$ cat src/rtl/prim_reg_bus_pkg.sv
// Shared types and constants for the register-bus adapter and its address decoder.
package prim_reg_bus_pkg;

  localparam int unsigned WordBytes = 4;

  typedef enum logic [1:0] {
    StIdle,
    StAccess,
    StResp
  } state_e;

  function automatic int unsigned idx_width(input int unsigned num_regs);
    return (num_regs > 1) ? $clog2(num_regs) : 1;
  endfunction

endpackage

$ cat src/rtl/prim_reg_bus_decode.sv
// Combinational address decode: one-hot register select plus access-error flag.
module prim_reg_bus_decode
  import prim_reg_bus_pkg::*;
#(
  parameter int unsigned AW      = 8,
  parameter int unsigned DW      = 32,
  parameter int unsigned NumRegs = 8
) (
  input  logic [AW-1:0]      addr_i,
  input  logic               we_i,
  input  logic [DW/8-1:0]    be_i,
  output logic [NumRegs-1:0] sel_o,
  output logic               err_o
);

  localparam int unsigned OffW = $clog2(WordBytes);

  logic [AW-OffW-1:0] idx;
  logic               range_err;
  logic               align_err;
  logic               be_err;

  assign idx = addr_i[AW-1:OffW];

  // One extra bit so NumRegs == 2^(AW-2) does not wrap to zero.
  assign range_err = ({1'b0, idx} >= (AW-OffW+1)'(NumRegs));
  assign align_err = |addr_i[OffW-1:0];
  assign be_err    = we_i && (be_i != '1);
  assign err_o     = range_err || align_err || be_err;

  always_comb begin
    sel_o = '0;
    for (int unsigned i = 0; i < NumRegs; i++) begin
      sel_o[i] = !err_o && (idx == (AW-OffW)'(i));
    end
  end

endmodule

$ cat src/rtl/prim_reg_bus_adapter.sv
// Single-outstanding req/gnt bus to per-register write/read strobes with registered response.
module prim_reg_bus_adapter
  import prim_reg_bus_pkg::*;
#(
  parameter int unsigned AW      = 8,
  parameter int unsigned DW      = 32,
  parameter int unsigned NumRegs = 8
) (
  input  logic                  clk_i,
  input  logic                  rst_ni,
  input  logic                  req_i,
  input  logic                  we_i,
  input  logic [AW-1:0]         addr_i,
  input  logic [DW-1:0]         wdata_i,
  input  logic [DW/8-1:0]       be_i,
  output logic                  gnt_o,
  output logic                  rsp_valid_o,
  input  logic                  rsp_ready_i,
  output logic [DW-1:0]         rsp_rdata_o,
  output logic                  rsp_error_o,
  output logic [NumRegs-1:0]    reg_we_o,
  output logic [NumRegs-1:0]    reg_re_o,
  output logic [DW-1:0]         reg_wd_o,
  input  logic [NumRegs*DW-1:0] reg_q_i
);

  logic [NumRegs-1:0] dec_sel;
  logic               dec_err;

  prim_reg_bus_decode #(
    .AW      (AW),
    .DW      (DW),
    .NumRegs (NumRegs)
  ) u_decode (
    .addr_i (addr_i),
    .we_i   (we_i),
    .be_i   (be_i),
    .sel_o  (dec_sel),
    .err_o  (dec_err)
  );

  state_e             state_q, state_d;
  logic               gnt_q, gnt_d;
  logic               err_q, err_d;
  logic [NumRegs-1:0] reg_we_q, reg_we_d;
  logic [NumRegs-1:0] reg_re_q, reg_re_d;
  logic [DW-1:0]      reg_wd_q, reg_wd_d;
  logic               rsp_valid_q, rsp_valid_d;
  logic               rsp_error_q, rsp_error_d;
  logic [DW-1:0]      rsp_rdata_q, rsp_rdata_d;
  logic [DW-1:0]      access_rdata;

  // The read strobe is already one-hot on the target register, so it doubles as the mux select.
  always_comb begin
    access_rdata = '0;
    for (int unsigned i = 0; i < NumRegs; i++) begin
      if (reg_re_q[i]) begin
        access_rdata = access_rdata | reg_q_i[i*DW +: DW];
      end
    end
  end

  always_comb begin
    state_d     = state_q;
    gnt_d       = gnt_q;
    err_d       = err_q;
    reg_we_d    = '0;
    reg_re_d    = '0;
    reg_wd_d    = '0;
    rsp_valid_d = rsp_valid_q;
    rsp_error_d = rsp_error_q;
    rsp_rdata_d = rsp_rdata_q;

    unique case (state_q)
      StIdle: begin
        gnt_d = 1'b1;
        if (gnt_q && req_i) begin
          state_d = StAccess;
          gnt_d   = 1'b0;
          err_d   = dec_err;
          if (we_i) begin
            reg_we_d = dec_sel;
            reg_wd_d = dec_err ? '0 : wdata_i;
          end else begin
            reg_re_d = dec_sel;
          end
        end
      end
      StAccess: begin
        state_d     = StResp;
        rsp_valid_d = 1'b1;
        rsp_error_d = err_q;
        rsp_rdata_d = access_rdata;
      end
      StResp: begin
        if (rsp_ready_i) begin
          state_d     = StIdle;
          gnt_d       = 1'b1;
          rsp_valid_d = 1'b0;
          rsp_error_d = 1'b0;
          rsp_rdata_d = '0;
        end
      end
      default: begin
        state_d = StIdle;
        gnt_d   = 1'b1;
      end
    endcase
  end

  always_ff @(posedge clk_i or negedge rst_ni) begin
    if (!rst_ni) begin
      state_q     <= StIdle;
      gnt_q       <= 1'b0;
      err_q       <= 1'b0;
      reg_we_q    <= '0;
      reg_re_q    <= '0;
      reg_wd_q    <= '0;
      rsp_valid_q <= 1'b0;
      rsp_error_q <= 1'b0;
      rsp_rdata_q <= '0;
    end else begin
      state_q     <= state_d;
      gnt_q       <= gnt_d;
      err_q       <= err_d;
      reg_we_q    <= reg_we_d;
      reg_re_q    <= reg_re_d;
      reg_wd_q    <= reg_wd_d;
      rsp_valid_q <= rsp_valid_d;
      rsp_error_q <= rsp_error_d;
      rsp_rdata_q <= rsp_rdata_d;
    end
  end

  assign gnt_o       = gnt_q;
  assign reg_we_o    = reg_we_q;
  assign reg_re_o    = reg_re_q;
  assign reg_wd_o    = reg_wd_q;
  assign rsp_valid_o = rsp_valid_q;
  assign rsp_error_o = rsp_error_q;
  assign rsp_rdata_o = rsp_rdata_q;

endmodule

$ cat config.mk
export PLATFORM = sky130hd
export DESIGN_NAME = prim_reg_bus_adapter
export DESIGN_NICKNAME = d
export VERILOG_FILES = /design/src/rtl/prim_reg_bus_pkg.sv /design/src/rtl/prim_reg_bus_decode.sv /design/src/rtl/prim_reg_bus_adapter.sv
export SDC_FILE = /design/constraint.sdc
export NUM_CORES = 1
export LEC_CHECK = 0
export CELL_PAD_IN_SITES_DETAIL_PLACEMENT = 0
export CELL_PAD_IN_SITES_GLOBAL_PLACEMENT = 1
export CORE_AREA = 3 3 151 153
export DETAILED_ROUTE_END_ITERATION = 16
export DIE_AREA = 0 0 154 156
export GPL_TIMING_DRIVEN = 1
export PLACE_DENSITY_LB_ADDON = 0.08
export SLEW_MARGIN = 5
export SYNTH_ARGS = -nofsm -noshare
export SYNTH_HDL_FRONTEND = slang
export SYNTH_HIERARCHICAL = 1
export SYNTH_SLANG_ARGS = --single-unit
$ cat constraint.sdc
create_clock -name clk_i -period 2.4 [get_ports clk_i]
set_input_delay 0.48 -clock clk_i [delete_from_list [all_inputs] [get_ports clk_i]]
set_output_delay 0.48 -clock clk_i [all_outputs]
set_load 0.05 [all_outputs]
# After elaboration in Yosys (flattened, before gate mapping)
# Index checks and enable logic that the tools add are counted.
[totals]
register_bits = 86
input_bits = 305
output_inout_bits = 83
word_cells = 80
[op_classes]
magnitude_cmp = 1
eq_ne = 12
mux = 29
n_bitwise = 8
n_reduce_logical = 21
[ops]
columns = ["operator", "count"]
rows = [
  ["two-way mux 32 bit", 13],
  ["bitwise OR 32 bit", 7],
  ["one-hot mux 32 bit (2 select lines)", 1],
  ["two-way mux 8 bit", 6],
  ["equality test 6 x 3 -> 1 bit, second input constant", 4],
  ["equality test 6 x 2 -> 1 bit, second input constant", 2],
  ["logical AND 1 bit", 10],
  ["AND reduction 2 bit", 4],
  ["equality test 6 x 1 -> 1 bit, second input constant", 1],
  ["greater-or-equal comparator 6 x 4 -> 1 bit, second input constant", 1],
  ["logical NOT 6 bit", 1],
  ["one-hot mux 2 bit (3 select lines)", 1],
  ["two-way mux 2 bit", 2],
  ["!= test 2 bit, second input constant", 2],
  ["!= test 4 bit, second input constant", 1],
  ["one-hot mux 1 bit (2 select lines)", 2],
  ["two-way mux 1 bit", 3],
  ["one-hot mux 1 bit (3 select lines)", 1],
  ["equality test 2 x 1 -> 1 bit, second input constant", 1],
  ["equality test 2 bit, second input constant", 1],
  ["logical NOT 2 bit", 1],
  ["logical OR 1 bit", 2],
  ["nonzero test 2 bit", 1],
  ["OR reduction 2 bit", 1],
  ["2 further kinds", 2],
]

# Longest topological paths before layout
[logic_depth]
depth_word = 16
ltp_mapped = 5
ltp_nobuf = 4

# Cells and area by module
# Netlist, hierarchy kept.
[by_module_without_submodules]
columns = ["module", "instances", "cells_each", "area_per_inst_um2", "seq_area_each_um2"]
rows = [
  ["prim_reg_bus_adapter", 1, 382, 4210.3, 2152.1],
  ["prim_reg_bus_decode", 1, 18, 170.2, 0.0],
]

# Worst setup path after synthesis
# OpenSTA, ideal clock, no wires.
[synth_path]
path_kind = "input-to-reg"
from = "input addr_i[6]"
to = "register reg_wd_q[10] (netlist: reg_wd_o[10])"
setup_ns = 0.066
arrival_ns = 1.839
required_time_ns = 2.334
path_slack_ns = 0.495
stages = 5
cell_sequence = "or4_1 -> a211o_1 -> nor3b_4 -> clkbuf_2 -> and2_1"
[synth_via]
elab_chain_len = 7
[synth_rtl]
columns = ["item", "line", "rtl"]
rows = [
  ["start, declared", "prim_reg_bus_adapter.sv:13", "input logic [AW-1:0] addr_i,"],
  ["greater-or-equal comparator 6 x 4 -> 1 bit", "prim_reg_bus_decode.sv:26", "assign range_err = ({1'b0, idx} >= (AW-OffW+1)'(NumRegs));"],
  ["logical OR 1 bit (2 in a row)", "prim_reg_bus_decode.sv:29", "assign err_o = range_err || align_err || be_err;"],
  ["named net dec_err", "prim_reg_bus_adapter.sv:28", "logic dec_err;"],
  ["two-way mux 32 bit", "prim_reg_bus_adapter.sv:83", "reg_wd_d = dec_err ? '0 : wdata_i;"],
  ["two-way mux 32 bit", "prim_reg_bus_adapter.sv:81", "if (we_i) begin"],
  ["two-way mux 32 bit", "prim_reg_bus_adapter.sv:77", "if (gnt_q && req_i) begin"],
  ["two-way mux 32 bit", "prim_reg_bus_adapter.sv:74", "unique case (state_q)"],
  ["named net reg_wd_d[10]", "prim_reg_bus_adapter.sv:47", "logic [DW-1:0] reg_wd_q, reg_wd_d;"],
  ["end signal, assigned", "prim_reg_bus_adapter.sv:128", "reg_wd_q <= reg_wd_d;"],
  ["end, declared", "prim_reg_bus_adapter.sv:47", ""],
]
# The timed path passes the listed nets, and every way through them passes these cells.
# A chain may end at the register's enable or synchronous reset.

# Worst setup path in the final report
[layout_path]
from = "input addr_i[6]"
to = "register reg_wd_q[20] (netlist: reg_wd_o[20])"
# The elaborated chain is that of the path after synthesis.

==> metrics.cfg <==
[place]
finalWeightedCongestion=0.879
dpl.hpwl_mm=18.2
port_buffers=387

[synth]
ys_ff_latch=86
yosysTopAreaCell=dfrtp_1
synth_commonest_cells=128 x a22oi_1, 86 x dfrtp_1, 40 x and2_1
syn_area_per_cell_um2=11.0
yosysMostFrequentCell=a22oi_1
synth_nets=705
yosysWarnings=6
yosys-top-cells-area=dfrtp_1 49%, a22oi_1 22%, a22o_1 6.4%, and2_1 5.7%, nand4_1 4.7%
synth_enable_flop_cells=0
ys_types=31
synth_top_area_share_pct=49.1
seq_area_frac_synth_pct=49.1
async_flop_share_pct=100
netlist_area_mm2=0.00438
ys.flop_type=dfrtp_1
synth_cells=400

[detailed_routing]
vias=5177
dr_wl_met3_mm=2.18
drt-total-wl_mm=23.7
ant_nets=0
top_layer=met4
routedWlPerCell_um=22.1
vias_per_cell=4.83
drtIter0Drc=285
drt_pre_antenna_iters=4
route.detailed.drc=0
wl_met2_mm=11.9
wl_met1_mm=9.42

[timing]
period_needed_ns=2.12
skew_ns=0.00900
tightestPinTransition_ns=1.02
hold_violations=0
period_share_pct=88.3
final_max_slew_viol_count=0
fmax_mhz=472
whs_ns=0.118
max_slew_margin_pct=32.0
rsz0062_at_grt=false
finalSetupViolCount=0

[setup_path]
slowest_stage=or4_1
r2r_cells=3
crit_type=in2reg
critPathCaptureType=register
cp.arrival_ns=2.39
max_stage_delay_ns=0.55
crit_path_start=addr_i[6]
path_cells=clkdlybuf4s50_1 -> or4_1 -> a211o_1 -> nor3b_4 -> buf_12 -> and2_1
r2r_start=state_q[0]
worstPathRequired_ns=2.67
startpoint_type=primary input
path_max_fanout=32

[clock_network]
h-tree-depth=3
numCtsBuffers=9
clock_path_buffers=2
postCtsHoldBufs=0
path_clk_slew_ns=0.06
insertion_delay_ns=0.34
cts_tree=yes
clkSinkCount=86
cts_root_buf=clkbuf_16
post_cts_buffers=0
cts_resized=0

[worst_hold_path]
hold_class=in2async

[global_route]
grt_pass1_vias=5595
grt_usage_pct=18.6
grt_first_pass_wirelength_mm=34.3
grt-ovfl-total=0
grt_max_degree=49
antenna_found_initial=0

[floorplan]
die_w_um=154
ios=388
start_util_pct=20.2
die_y_um=156
row_count=54
die-area_mm2=0.0240
core_area_mm2=0.0217

[power]
p_switching_uw=1130
power_frac_seq_pct=37.7
power_uw=4160
p_leak_uw=0.00362
combPwrFrac_pct=26.1
power_density_mw_per_mm2=459
pwr-share-clk_pct=36.2
vdd_drop_max_v=0.000351
p_int_uw=3030
sw_frac_of_total_pct=27.2

[job]
cap_violations=0

[cells_and_area]
final_nets=1092
drive_gt1_share_pct=7.70
synthToLayoutAreaGrowth_pct=107
diodes=0

[status]
status=completed

[cell type report]
type / instances / area [um^2]
Fill cell: 2060 / 12600
Multi-Input combinational cell: 275 / 2050
Timing Repair Buffer: 412 / 4160
Clock inverter: 5 / 82.6
Clock buffer: 11 / 243
Tap cell: 280 / 350
Inverter: 3 / 11.3
Sequential cell: 86 / 2150
[kinds of logic after synthesis]
logic type | count (synthesis) | share of synthesized area, %
AOI/OAI and AO/OA | 175 | 31.4
DFF | 86 | 49.1
buffers and inverters | 39 | 4.14
and+or+nand+nor | 100 | 15.3
[layout by cell type (no fill, tap or decap), types with 3 or more instances in the layout]
cell	instances
a22o_1	32
dfrtp_1	86
buf_12	10
clkdlybuf4s50_1	376
buf_4	26
clkbuf_16	9
a22oi_1	128
and2_1	40
nor2_1	4
inv_1	3
a211oi_2	4
a211oi_1	4
nand4_1	33
nand2_1	3
and3_1	8
[power by group through the flow]
stage / sequential, uW / combinational, uW / clock, uW
final: 1570 / 1090 / 1510
after global routing: 1570 / 1170 / 1630
after CTS: 1570 / 1120 / 1580
after detailed placement: 1590 / 1110 / 0
after global placement: 1590 / 1090 / 0
after floorplan: 1680 / 334 / 0
[worst max-delay path, delay by kind of cell]
| kind | cells | cell delay, ns |
|---|---|---|
| compound gates | 1 | 0.34 |
| buf+inv | 2 | 0.62 |
| simple gates | 3 | 0.95 |
[registers in the layout (all words and copies together) (netlist names)]
register / cells
reg_re_o: 8
gnt_o: 1
rsp_error_o: 1
reg_wd_o: 32
state_q: 2
err_q: 1
rsp_valid_o: 1
rsp_rdata_o: 32
reg_we_o: 8
[per-layer routing]
layer / vias to the layer above / track usage, %
met5: - / 0
met4: 0 / 3.41
met3: 12 / 6.30
met2: 258 / 32.9
met1: 2520 / 22.2
li1: 2387 / -
[metrics by stage]
stage               setup WS [ns]  cells  utilization [%]  setup TNS (ns)  area (um^2)
global route                0.234   1072             41.7               0         9050
floorplan                   0.495    400                -               0         4380
finish                      0.281   1072             41.7               0         9050
detailed placement        -0.0567   1056             40.2           -1.30         8730
CTS                         0.269   1072             41.7               0         9050
global placement          0.00325   1056             40.2               0         8730
[worst paths after layout]
kind                                         to  slack (ns)
worst max-delay path               reg_wd_o[20]        0.28
worst min-delay path                reg_wd_o[8]        0.12
worst max register to register  rsp_rdata_o[28]        0.66
worst min register to register  rsp_rdata_o[21]        0.50
max in group asynchronous           reg_re_o[7]        1.60
min in group clk_i              rsp_rdata_o[21]        0.50
No activity file was read; power rests on OpenSTA's default activity.
